$ cat src/rtl/csa_ctrl_pkg.sv
// Shared types and helpers for the multicycle carry-select add controller.
package csa_ctrl_pkg;

  typedef enum logic [1:0] {
    IDLE = 2'd0,
    RUN  = 2'd1,
    DONE = 2'd2
  } state_e;

  // Upper bound on requesters supported by rr_pick; callers zero-extend into it.
  localparam int unsigned MAX_REQ   = 16;
  localparam int unsigned MAX_REQ_W = 4;

  function automatic int unsigned nchunk(input int unsigned data_w, input int unsigned slice_w);
    return data_w / slice_w;
  endfunction

  // One-hot grant to the first valid requester at or after ptr, scanning n entries.
  function automatic logic [MAX_REQ-1:0] rr_pick(input logic [MAX_REQ-1:0] valid,
                                                 input int unsigned        ptr,
                                                 input int unsigned        n);
    logic [MAX_REQ-1:0] grant;
    int unsigned        idx;
    grant = '0;
    for (int unsigned k = 0; k < n; k++) begin
      idx = (ptr + k) % n;
      if (grant == '0 && valid[idx[MAX_REQ_W-1:0]]) grant[idx[MAX_REQ_W-1:0]] = 1'b1;
    end
    return grant;
  endfunction

endpackage

$ cat src/rtl/csa_add_slice.sv
// Combinational carry-select adder slice: both carry-in candidates are formed
// up front and the real carry-in only drives the final select.
module csa_add_slice #(
  parameter int unsigned W = 6
) (
  input  logic [W-1:0] a_i,
  input  logic [W-1:0] b_i,
  input  logic         cin_i,
  output logic [W-1:0] sum_o,
  output logic         cout_o,
  output logic         c_msb_o
);

  logic [W:0] sum_c0;
  logic [W:0] sum_c1;

  assign sum_c0 = {1'b0, a_i} + {1'b0, b_i};
  assign sum_c1 = {1'b0, a_i} + {1'b0, b_i} + (W+1)'(1);

  assign {cout_o, sum_o} = cin_i ? sum_c1 : sum_c0;

  // Carry into the top bit falls out of the top bit's sum equation.
  assign c_msb_o = a_i[W-1] ^ b_i[W-1] ^ sum_o[W-1];

endmodule

$ cat src/rtl/csa_multicycle_add_ctrl.sv
// Round-robin sequencer sharing one SLICE_W-bit adder slice among NUM_REQ requesters,
// one chunk per cycle, LSB first. Define ADD_OVF_FLAG_EN to add the rsp_ovf output.
module csa_multicycle_add_ctrl
  import csa_ctrl_pkg::*;
#(
  parameter int unsigned DATA_W  = 24,
  parameter int unsigned SLICE_W = 6,
  parameter int unsigned NUM_REQ = 2
) (
  input  logic                        clk,
  input  logic                        rst_n,
  input  logic [NUM_REQ-1:0]          req_valid,
  output logic [NUM_REQ-1:0]          req_ready,
  input  logic [NUM_REQ*DATA_W-1:0]   req_a,
  input  logic [NUM_REQ*DATA_W-1:0]   req_b,
  input  logic [NUM_REQ-1:0]          req_cin,
  output logic                        rsp_valid,
  input  logic                        rsp_ready,
  output logic [$clog2(NUM_REQ)-1:0]  rsp_id,
  output logic [DATA_W-1:0]           rsp_sum,
  output logic                        rsp_cout,
`ifdef ADD_OVF_FLAG_EN
  output logic                        rsp_ovf,
`endif
  output logic                        busy
);

  localparam int unsigned NCHUNK = nchunk(DATA_W, SLICE_W);
  localparam int unsigned ID_W   = $clog2(NUM_REQ);
  localparam int unsigned CNT_W  = (NCHUNK > 1) ? $clog2(NCHUNK) : 1;
  localparam logic [CNT_W-1:0] LAST_CNT = CNT_W'(NCHUNK - 1);
  localparam logic [ID_W-1:0]  LAST_ID  = ID_W'(NUM_REQ - 1);

  if (DATA_W % SLICE_W != 0) begin : g_bad_width
    $error("DATA_W must be a multiple of SLICE_W");
  end
  if (NUM_REQ < 2 || NUM_REQ > MAX_REQ) begin : g_bad_nreq
    $error("NUM_REQ out of supported range");
  end

  state_e             state_q, state_d;
  logic [ID_W-1:0]    rr_ptr_q, id_q, grant_id;
  logic [CNT_W-1:0]   cnt_q;
  logic               carry_q;
  logic [DATA_W-1:0]  a_q, b_q, sum_q;
  logic [NUM_REQ-1:0] grant;
  logic               last_chunk;
  logic [SLICE_W-1:0] slice_sum;
  logic               slice_cout, slice_c_msb;

  always_comb begin
    grant    = NUM_REQ'(rr_pick(MAX_REQ'(req_valid), 32'(rr_ptr_q), NUM_REQ));
    grant_id = '0;
    for (int i = 0; i < NUM_REQ; i++) begin
      if (grant[i]) grant_id = ID_W'(i);
    end
  end

  assign last_chunk = (cnt_q == LAST_CNT);

  csa_add_slice #(.W(SLICE_W)) u_slice (
    .a_i     (a_q[cnt_q*SLICE_W +: SLICE_W]),
    .b_i     (b_q[cnt_q*SLICE_W +: SLICE_W]),
    .cin_i   (carry_q),
    .sum_o   (slice_sum),
    .cout_o  (slice_cout),
    .c_msb_o (slice_c_msb)
  );

  // NOTE: sequential state uses non-blocking assignments so every register
  // samples pre-edge values regardless of process evaluation order.
  always_ff @(posedge clk) begin
    if (!rst_n) state_q <= IDLE;
    else        state_q <= state_d;
  end

  // NOTE: default assignment first so no path through the case leaves state_d
  // unassigned, which would infer a latch.
  always_comb begin
    state_d = state_q;
    unique case (state_q)
      IDLE:    if (|grant)     state_d = RUN;
      RUN:     if (last_chunk) state_d = DONE;
      DONE:    if (rsp_ready)  state_d = IDLE;
      default:                 state_d = IDLE;
    endcase
  end

  always_comb begin
    req_ready = (state_q == IDLE && rst_n) ? grant : '0;
    rsp_valid = (state_q == DONE);
    busy      = (state_q != IDLE);
    rsp_id    = id_q;
    rsp_sum   = sum_q;
    rsp_cout  = carry_q;
  end

  // NOTE: result registers are cleared too, since their values drive rsp_* directly.
  always_ff @(posedge clk) begin
    if (!rst_n) begin
      rr_ptr_q <= '0;
      id_q     <= '0;
      cnt_q    <= '0;
      carry_q  <= 1'b0;
      a_q      <= '0;
      b_q      <= '0;
      sum_q    <= '0;
    end else begin
      unique case (state_q)
        IDLE: if (|grant) begin
          a_q      <= req_a[grant_id*DATA_W +: DATA_W];
          b_q      <= req_b[grant_id*DATA_W +: DATA_W];
          carry_q  <= req_cin[grant_id];
          id_q     <= grant_id;
          cnt_q    <= '0;
          rr_ptr_q <= (grant_id == LAST_ID) ? '0 : grant_id + 1'b1;
        end
        RUN: begin
          sum_q[cnt_q*SLICE_W +: SLICE_W] <= slice_sum;
          carry_q <= slice_cout;
          cnt_q   <= last_chunk ? '0 : cnt_q + 1'b1;
        end
        default: ;
      endcase
    end
  end

`ifdef ADD_OVF_FLAG_EN
  logic ovf_q;

  always_ff @(posedge clk) begin
    if (!rst_n)                          ovf_q <= 1'b0;
    else if (state_q == RUN && last_chunk) ovf_q <= slice_c_msb ^ slice_cout;
  end

  assign rsp_ovf = ovf_q;
`else
  logic unused_c_msb;
  assign unused_c_msb = slice_c_msb;
`endif

endmodule

$ cat config.mk
export PLATFORM = sky130hd
export DESIGN_NAME = csa_multicycle_add_ctrl
export DESIGN_NICKNAME = d
export VERILOG_FILES = /design/src/rtl/csa_ctrl_pkg.sv /design/src/rtl/csa_add_slice.sv /design/src/rtl/csa_multicycle_add_ctrl.sv
export SDC_FILE = /design/constraint.sdc
export NUM_CORES = 1
export LEC_CHECK = 0
export ABC_CLOCK_PERIOD_IN_PS = 3200
export CAP_MARGIN = 20
export CORE_MARGIN = 2
export CORE_UTILIZATION = 40
export CTS_BUF_LIST = sky130_fd_sc_hd__clkbuf_8 sky130_fd_sc_hd__clkbuf_16
export DETAILED_ROUTE_END_ITERATION = 16
export GPL_ROUTABILITY_DRIVEN = 0
export PLACE_DENSITY = 0.84
export REMOVE_ABC_BUFFERS = 1
export SYNTH_ARGS = -nofsm -noshare
export SYNTH_HDL_FRONTEND = slang
export SYNTH_SLANG_ARGS = --single-unit
$ cat constraint.sdc
create_clock -name clk -period 3.2 [get_ports clk]
set_input_delay 0.64 -clock clk [delete_from_list [all_inputs] [get_ports clk]]
set_output_delay 0.64 -clock clk [all_outputs]
set_load 0.05 [all_outputs]
### Word-level counts from Yosys, hierarchy flattened

Cells that the tools add are included.

| word-level totals | value |
|---|---|
| input bits | 103 |
| register bits after elaboration | 79 |
| output and inout port bits | 30 |

| operators by class | value |
|---|---|
| multiplexer cells | 26 |
| eq/ne operators | 6 |
| add/subtract/negate cells | 6 |
| order comparisons | 5 |
| shift operators | 6 |
| reductions and logical operators | 12 |
| bitwise operators | 1 |
| $mul | 2 |

Operators with widths:

| cell | number |
|---|---|
| 48-bit by 7-bit indexed part select with 24-bit output | 2 |
| 24-bit by 6-bit indexed part select with 6-bit output | 2 |
| 5-bit negator with 34-bit output | 1 |
| 6-bit by 34-bit variable shift with 24-bit output (first input constant) | 1 |
| 6-bit by 34-bit indexed part select with 24-bit output | 1 |
| 24-bit bitwise mux | 1 |
| 16-bit logical NOT | 1 |
| 2-bit two-way mux | 8 |
| 1-bit two-way mux | 11 |
| 1-bit by 5-bit less-than comparator with 1-bit output (second input constant) | 2 |
| 6-bit by 6-bit adder with 7-bit output | 1 |
| 7-bit by 1-bit adder with 7-bit output (second input constant) | 1 |
| 7-bit two-way mux | 1 |
| 2-bit case mux with 3 select lines | 1 |
| 2-bit equality test (second input constant) | 2 |
| 1-bit logical AND | 4 |
| 2-bit by 2-bit multiplier with 4-bit output (second input constant) | 1 |
| 2-bit inequality test (second input constant) | 2 |
| 2-bit case mux with 2 select lines | 1 |
| 2-bit AND reduction | 2 |
| 2-bit nonzero test | 2 |
| 1-bit by 2-bit multiplier with 3-bit output (second input constant) | 1 |
| 3-bit AND reduction | 1 |
| 1-bit adder (second input constant) | 2 |
| 10 further kinds | 12 |

### Depth between registers and ports, before layout

| logic depth | value |
|---|---|
| depth after elaboration | 13 |
| mapped depth | 13 |
| mapped depth without buffers | 11 |

### By module

From an unflattened synthesis, not the netlist that was laid out.

| unflattened totals | value |
|---|---|
| cell total of the unflattened synthesis | 405 |
| area, all modules | 4036.4 µm² |

By module, submodules not included:

| module | area each (µm²) | sequential area each (µm²) | cells an instance | times used |
|---|---|---|---|---|
| csa_multicycle_add_ctrl | 3652.3 | 1581.5 | 356 | 1 |
| csa_add_slice | 384.1 | 0.0 | 49 | 1 |

### Worst setup path after synthesis

Ideal clock, no wire load.

| path | value |
|---|---|
| path type | register to register |
| start | register cnt_q[0] |
| end | register sum_q[6] (netlist: rsp_sum[6]) |
| path slack | -0.080 ns |
| cell stages (with the launch flop) | 13 |
| path buffers | 2 |
| setup time | 0.074 ns |
| arrival time | 3.206 ns |
| cells stage by stage | dfxtp_1 > buf_1 > clkbuf_1 > mux4_2 > ha_1 > inv_1 > fa_1 > inv_1 > ha_1 > nand2_1 > xnor2_1 > or4_1 > a31oi_1 |

| on the way | value |
|---|---|
| longest elaborated chain between the ends | 7 |
| elaborated cells between the ends (all ways) | 10 |

Ends and longest elaborated chain:

| element | line | RTL |
|---|---|---|
| start, declared | csa_multicycle_add_ctrl.sv:43 | `logic [CNT_W-1:0] cnt_q;` |
| start signal, assigned | csa_multicycle_add_ctrl.sv:121 | `cnt_q <= last_chunk ? '0 : cnt_q + 1'b1;` |
| 2-bit by 2-bit multiplier with 4-bit output (*) | csa_multicycle_add_ctrl.sv:62, csa_multicycle_add_ctrl.sv:63, csa_multicycle_add_ctrl.sv:119 |  |
| 24-bit by 6-bit indexed part select with 6-bit output, on equally long branches | csa_multicycle_add_ctrl.sv:62, csa_multicycle_add_ctrl.sv:63 |  |
| 6-bit by 6-bit adder with 7-bit output | csa_add_slice.sv:17, csa_add_slice.sv:18 |  |
| 7-bit by 1-bit adder with 7-bit output | csa_add_slice.sv:18 | `assign sum_c1 = {1'b0, a_i} + {1'b0, b_i} + (W+1)'(1);` |
| 7-bit two-way mux | csa_add_slice.sv:20 | `assign {cout_o, sum_o} = cin_i ? sum_c1 : sum_c0;` |
| 6-bit by 34-bit indexed part select with 24-bit output | csa_multicycle_add_ctrl.sv:119 | `sum_q[cnt_q*SLICE_W +: SLICE_W] <= slice_sum;` |
| 24-bit bitwise mux (*) | csa_multicycle_add_ctrl.sv:119 |  |
| end signal, assigned by index | csa_multicycle_add_ctrl.sv:119 |  |
| end, declared | csa_multicycle_add_ctrl.sv:45 | `logic [DATA_W-1:0] a_q, b_q, sum_q;` |

Every way passes the cells marked *; elsewhere a longest branch is shown, timed or not.
A chain may end at the register's enable or synchronous reset.

### Final worst setup path

| path | value |
|---|---|
| start | register cnt_q[1] |
| end | register sum_q[19] (netlist: rsp_sum[19]) |

Same word-level chain as after synthesis.

==> metrics.md <==
| Metric | Value |
|---|---|
| Grt met2 use | `35.1%` |
| Syn. warnings | `0` |
| Crit start category | `flop` |
| Total grt overflow | `0` |
| Power density cells | `456 mW/mm^2` |
| Initial antenna violation count | `0` |
| Ports | `133` |
| Layout cells sized above 1 | `11.5%` |
| Seq/Total Area, Yosys | `40.6%` |
| Largest cells by area after synthesis | `dfxtp_1 41%, a222oi_1 12%, mux4_2 6.9%` |
| DR iter-0 viols | `431` |
| Antenna Cells | `0` |
| Post-synthesis mux area share | `7.49%` |
| Wire per inst | `16.1 um` |
| # DRC | `0` |
| First-pass iteration count of the detailed router | `9` |
| Relative slew slack | `29.9%` |
| Worst path slowest cell | `mux4_2` |
| Vias in the first global route | `3719` |
| Met3 usage | `4.27%` |
| Compound-Gate Fraction of Synth Area | `24.1%` |
| Final WL | `10800 um` |
| CP Max Fanout | `4` |
| Most frequent cell after synthesis | `dfxtp_1` |
| Fin crit share | `95.0%` |
| Slew @ Worst Pin | `1050 ps` |
| Clock transition at the registers of the reported paths | `80 ps` |
| TritonCTS Buffers | `9` |
| Clk Latency, worst-skew pair | `360 ps` |
| Die Ht | `103 um` |
| RSZ-0062 raised after global routing | `false` |
| Largest net degree at the start of global routing | `75` |
| Synthesis-stage register bit count | `79` |
| First-pass GRT wire length | `17200 um` |
| Row cnt | `35` |
| Post-CTS setup buffers | `0` |
| Post-route ant nets | `0` |
| Mean post-synth cell area | `9.49 um^2` |
| Setup CP Type | `reg -> reg` |
| Detail Placement HPWL | `8000 um` |
| Vias | `3881` |
| Number of flops mapped to enable cells by yosys | `0` |
| Synth cell count leaders | `79 x dfxtp_1, 66 x nor2_1, 48 x a222oi_1` |
| Outcome | `finished, final reports clean` |
| Final Core Density | `60.6%` |
| CTS tree | `built` |
| Leak pwr | `0.00206 uW` |
| Layer with the highest usage | `met2` |
| TritonCTS Sinks | `79` |
| Syn Inst Count | `410` |
| Largest family of logic cells by synthesized area | `compound AO/OA/AOI/OAI gates` |
| Worst min path class | `reg -> reg` |
| Clock root buffer | `clkbuf_8` |
| CP bufs+invs | `1` |
| Die ar. | `0.0105 mm^2` |
| Port bufs | `132` |
| CP max stage delay | `530 ps` |
| Slew Viols, Final | `0` |
| Fin crit period | `3040 ps` |
| Fmax | `0.329 GHz` |
| Netlist Area Pre-Place | `0.00389 mm^2` |
| Worst EP arrival | `3260 ps` |
| Post-CTS Resized | `0` |
| Synthesis-to-layout area growth | `45.3%` |
| Max-Cap Viols | `0` |
| Setup Skew | `9.82 ps` |
| Setup TNS | `0 ps` |
| Critical path capture point type | `flop` |
| Post-Synth XOR/XNOR Area | `1.77%` |
| Post-Synth Simple-Gate Area | `17.0%` |
| Cell family with most CP delay | `compound AO/OA/AOI/OAI gates` |
| Tot GR Track Use | `20.7%` |
| Final setup vio count | `0` |
| Final hold violations | `0` |
| Post-synth top area share | `40.6%` |
| Chip Width | `103 um` |
| Via density | `5.80` |
| Yosys top cell by area | `dfxtp_1` |
| Worst-path cell chain | `buf_4, mux4_2, ha_1, a211o_1, and2_4, or2_4, o31a_2, nor2_2, a311oi_2` |
| Netlist cell types | `52` |
| Starting Density | `41.7%` |
| Worst Path Required | `3410 ps` |
| Asr flop ratio synth | `0%` |
| CTS Hold Bufs | `0` |
| Synth Area in Adders | `4.69%` |
| H-tree depth | `3` |
| Core area | `0.00933 mm^2` |
| Most used DFF post-synth | `dfxtp_1` |
| Fin nets | `652` |
| Worst vdd ir | `0.000193 V` |
| Grt met1 use | `25.3%` |
| Bufs on Longest Clock Path | `2` |
[final timing paths]
| check | slack (ps) | from | endpoint | depth (start not counted) |
|---|---|---|---|---|
| worst max register to register | 160 | cnt_q[1] | rsp_sum[19] | 9 |
| worst min register to register | 450 | rsp_sum[7] | rsp_sum[7] | 2 |
| worst max-delay path | 160 | cnt_q[1] | rsp_sum[19] | 9 |
| worst min-delay path | 450 | rsp_sum[7] | rsp_sum[7] | 2 |
[registers in the layout (all words and copies together) (netlist names)]
register  cells
state_q       2
a_q          24
rr_ptr_q      1
b_q          24
rsp_sum      24
rsp_id        1
rsp_cout      1
cnt_q         2
[routing by layer]
metal | vias to the layer above | share of wire (%)
met3 | 25 | 8.4
met5 | - | 0
met2 | 227 | 49
met1 | 1793 | 41
met4 | 0 | 2.6
li1 | 1836 | -
[placed cells by master (no fill, tap or decap), drive strengths merged, types with 9 or more instances in the layout]
cell type	n
mux4	12
clkdlybuf4s50	130
a22oi	12
buf	15
nor2	67
a21oi	19
nand3	13
ha	13
o21ai	13
dfxtp	79
nand2	24
inv	14
a222oi	48
clkbuf	9
[metrics by stage]
stage | std cells | hold WS [ps] | area [um^2] | worst slack, ps | total power, uW
final | 669 | 452 | 5650 | 159 | 2580
after CTS | 669 | 454 | 5640 | 91.0 | 2580
after global routing | 669 | 476 | 5650 | 13.0 | 2700
after global placement | 653 | 443 | 5420 | 253 | 1760
after detailed placement | 653 | 443 | 5420 | 103 | 1780
after floorplan | 379 | 462 | 3770 | -1480 | 1490
[layout make-up]
type	count	area, um^2
clock buffer	9	124
clock inverter	7	96.3
fill	786	3670
inverter	12	45.0
multi-input combinational	288	2190
sequential	79	1580
tap	129	161
timing repair buffer	145	1450
[where the power goes]
group	internal [uW]	total (uW)	switching [uW]
Clock	440	807	367
Combinational	327	684	358
Sequential	1040	1080	40.2
[worst reg2reg max path: cells and delay by family (launching register included)]
| kind | cells | cell delay, ps |
|---|---|---|
| AOI/OAI and AO/OA | 3 | 840 |
| adders and majority gates | 1 | 310 |
| buffers and inverters | 1 | 170 |
| DFF | 1 | 400 |
| muxes | 1 | 530 |
| and+or+nand+nor | 3 | 650 |
[cell families (layout without fill, tap and decap cells)]
kind of cell / count (synthesis) / in the layout
and+or+nand+nor: 139 / 139
AOI/OAI and AO/OA: 114 / 114
DFF: 79 / 79
buffers and inverters: 43 / 173
adders and majority gates: 14 / 14
muxes: 14 / 14
xor gates and xnor gates: 7 / 7
Power figures use the tool's default switching activity.
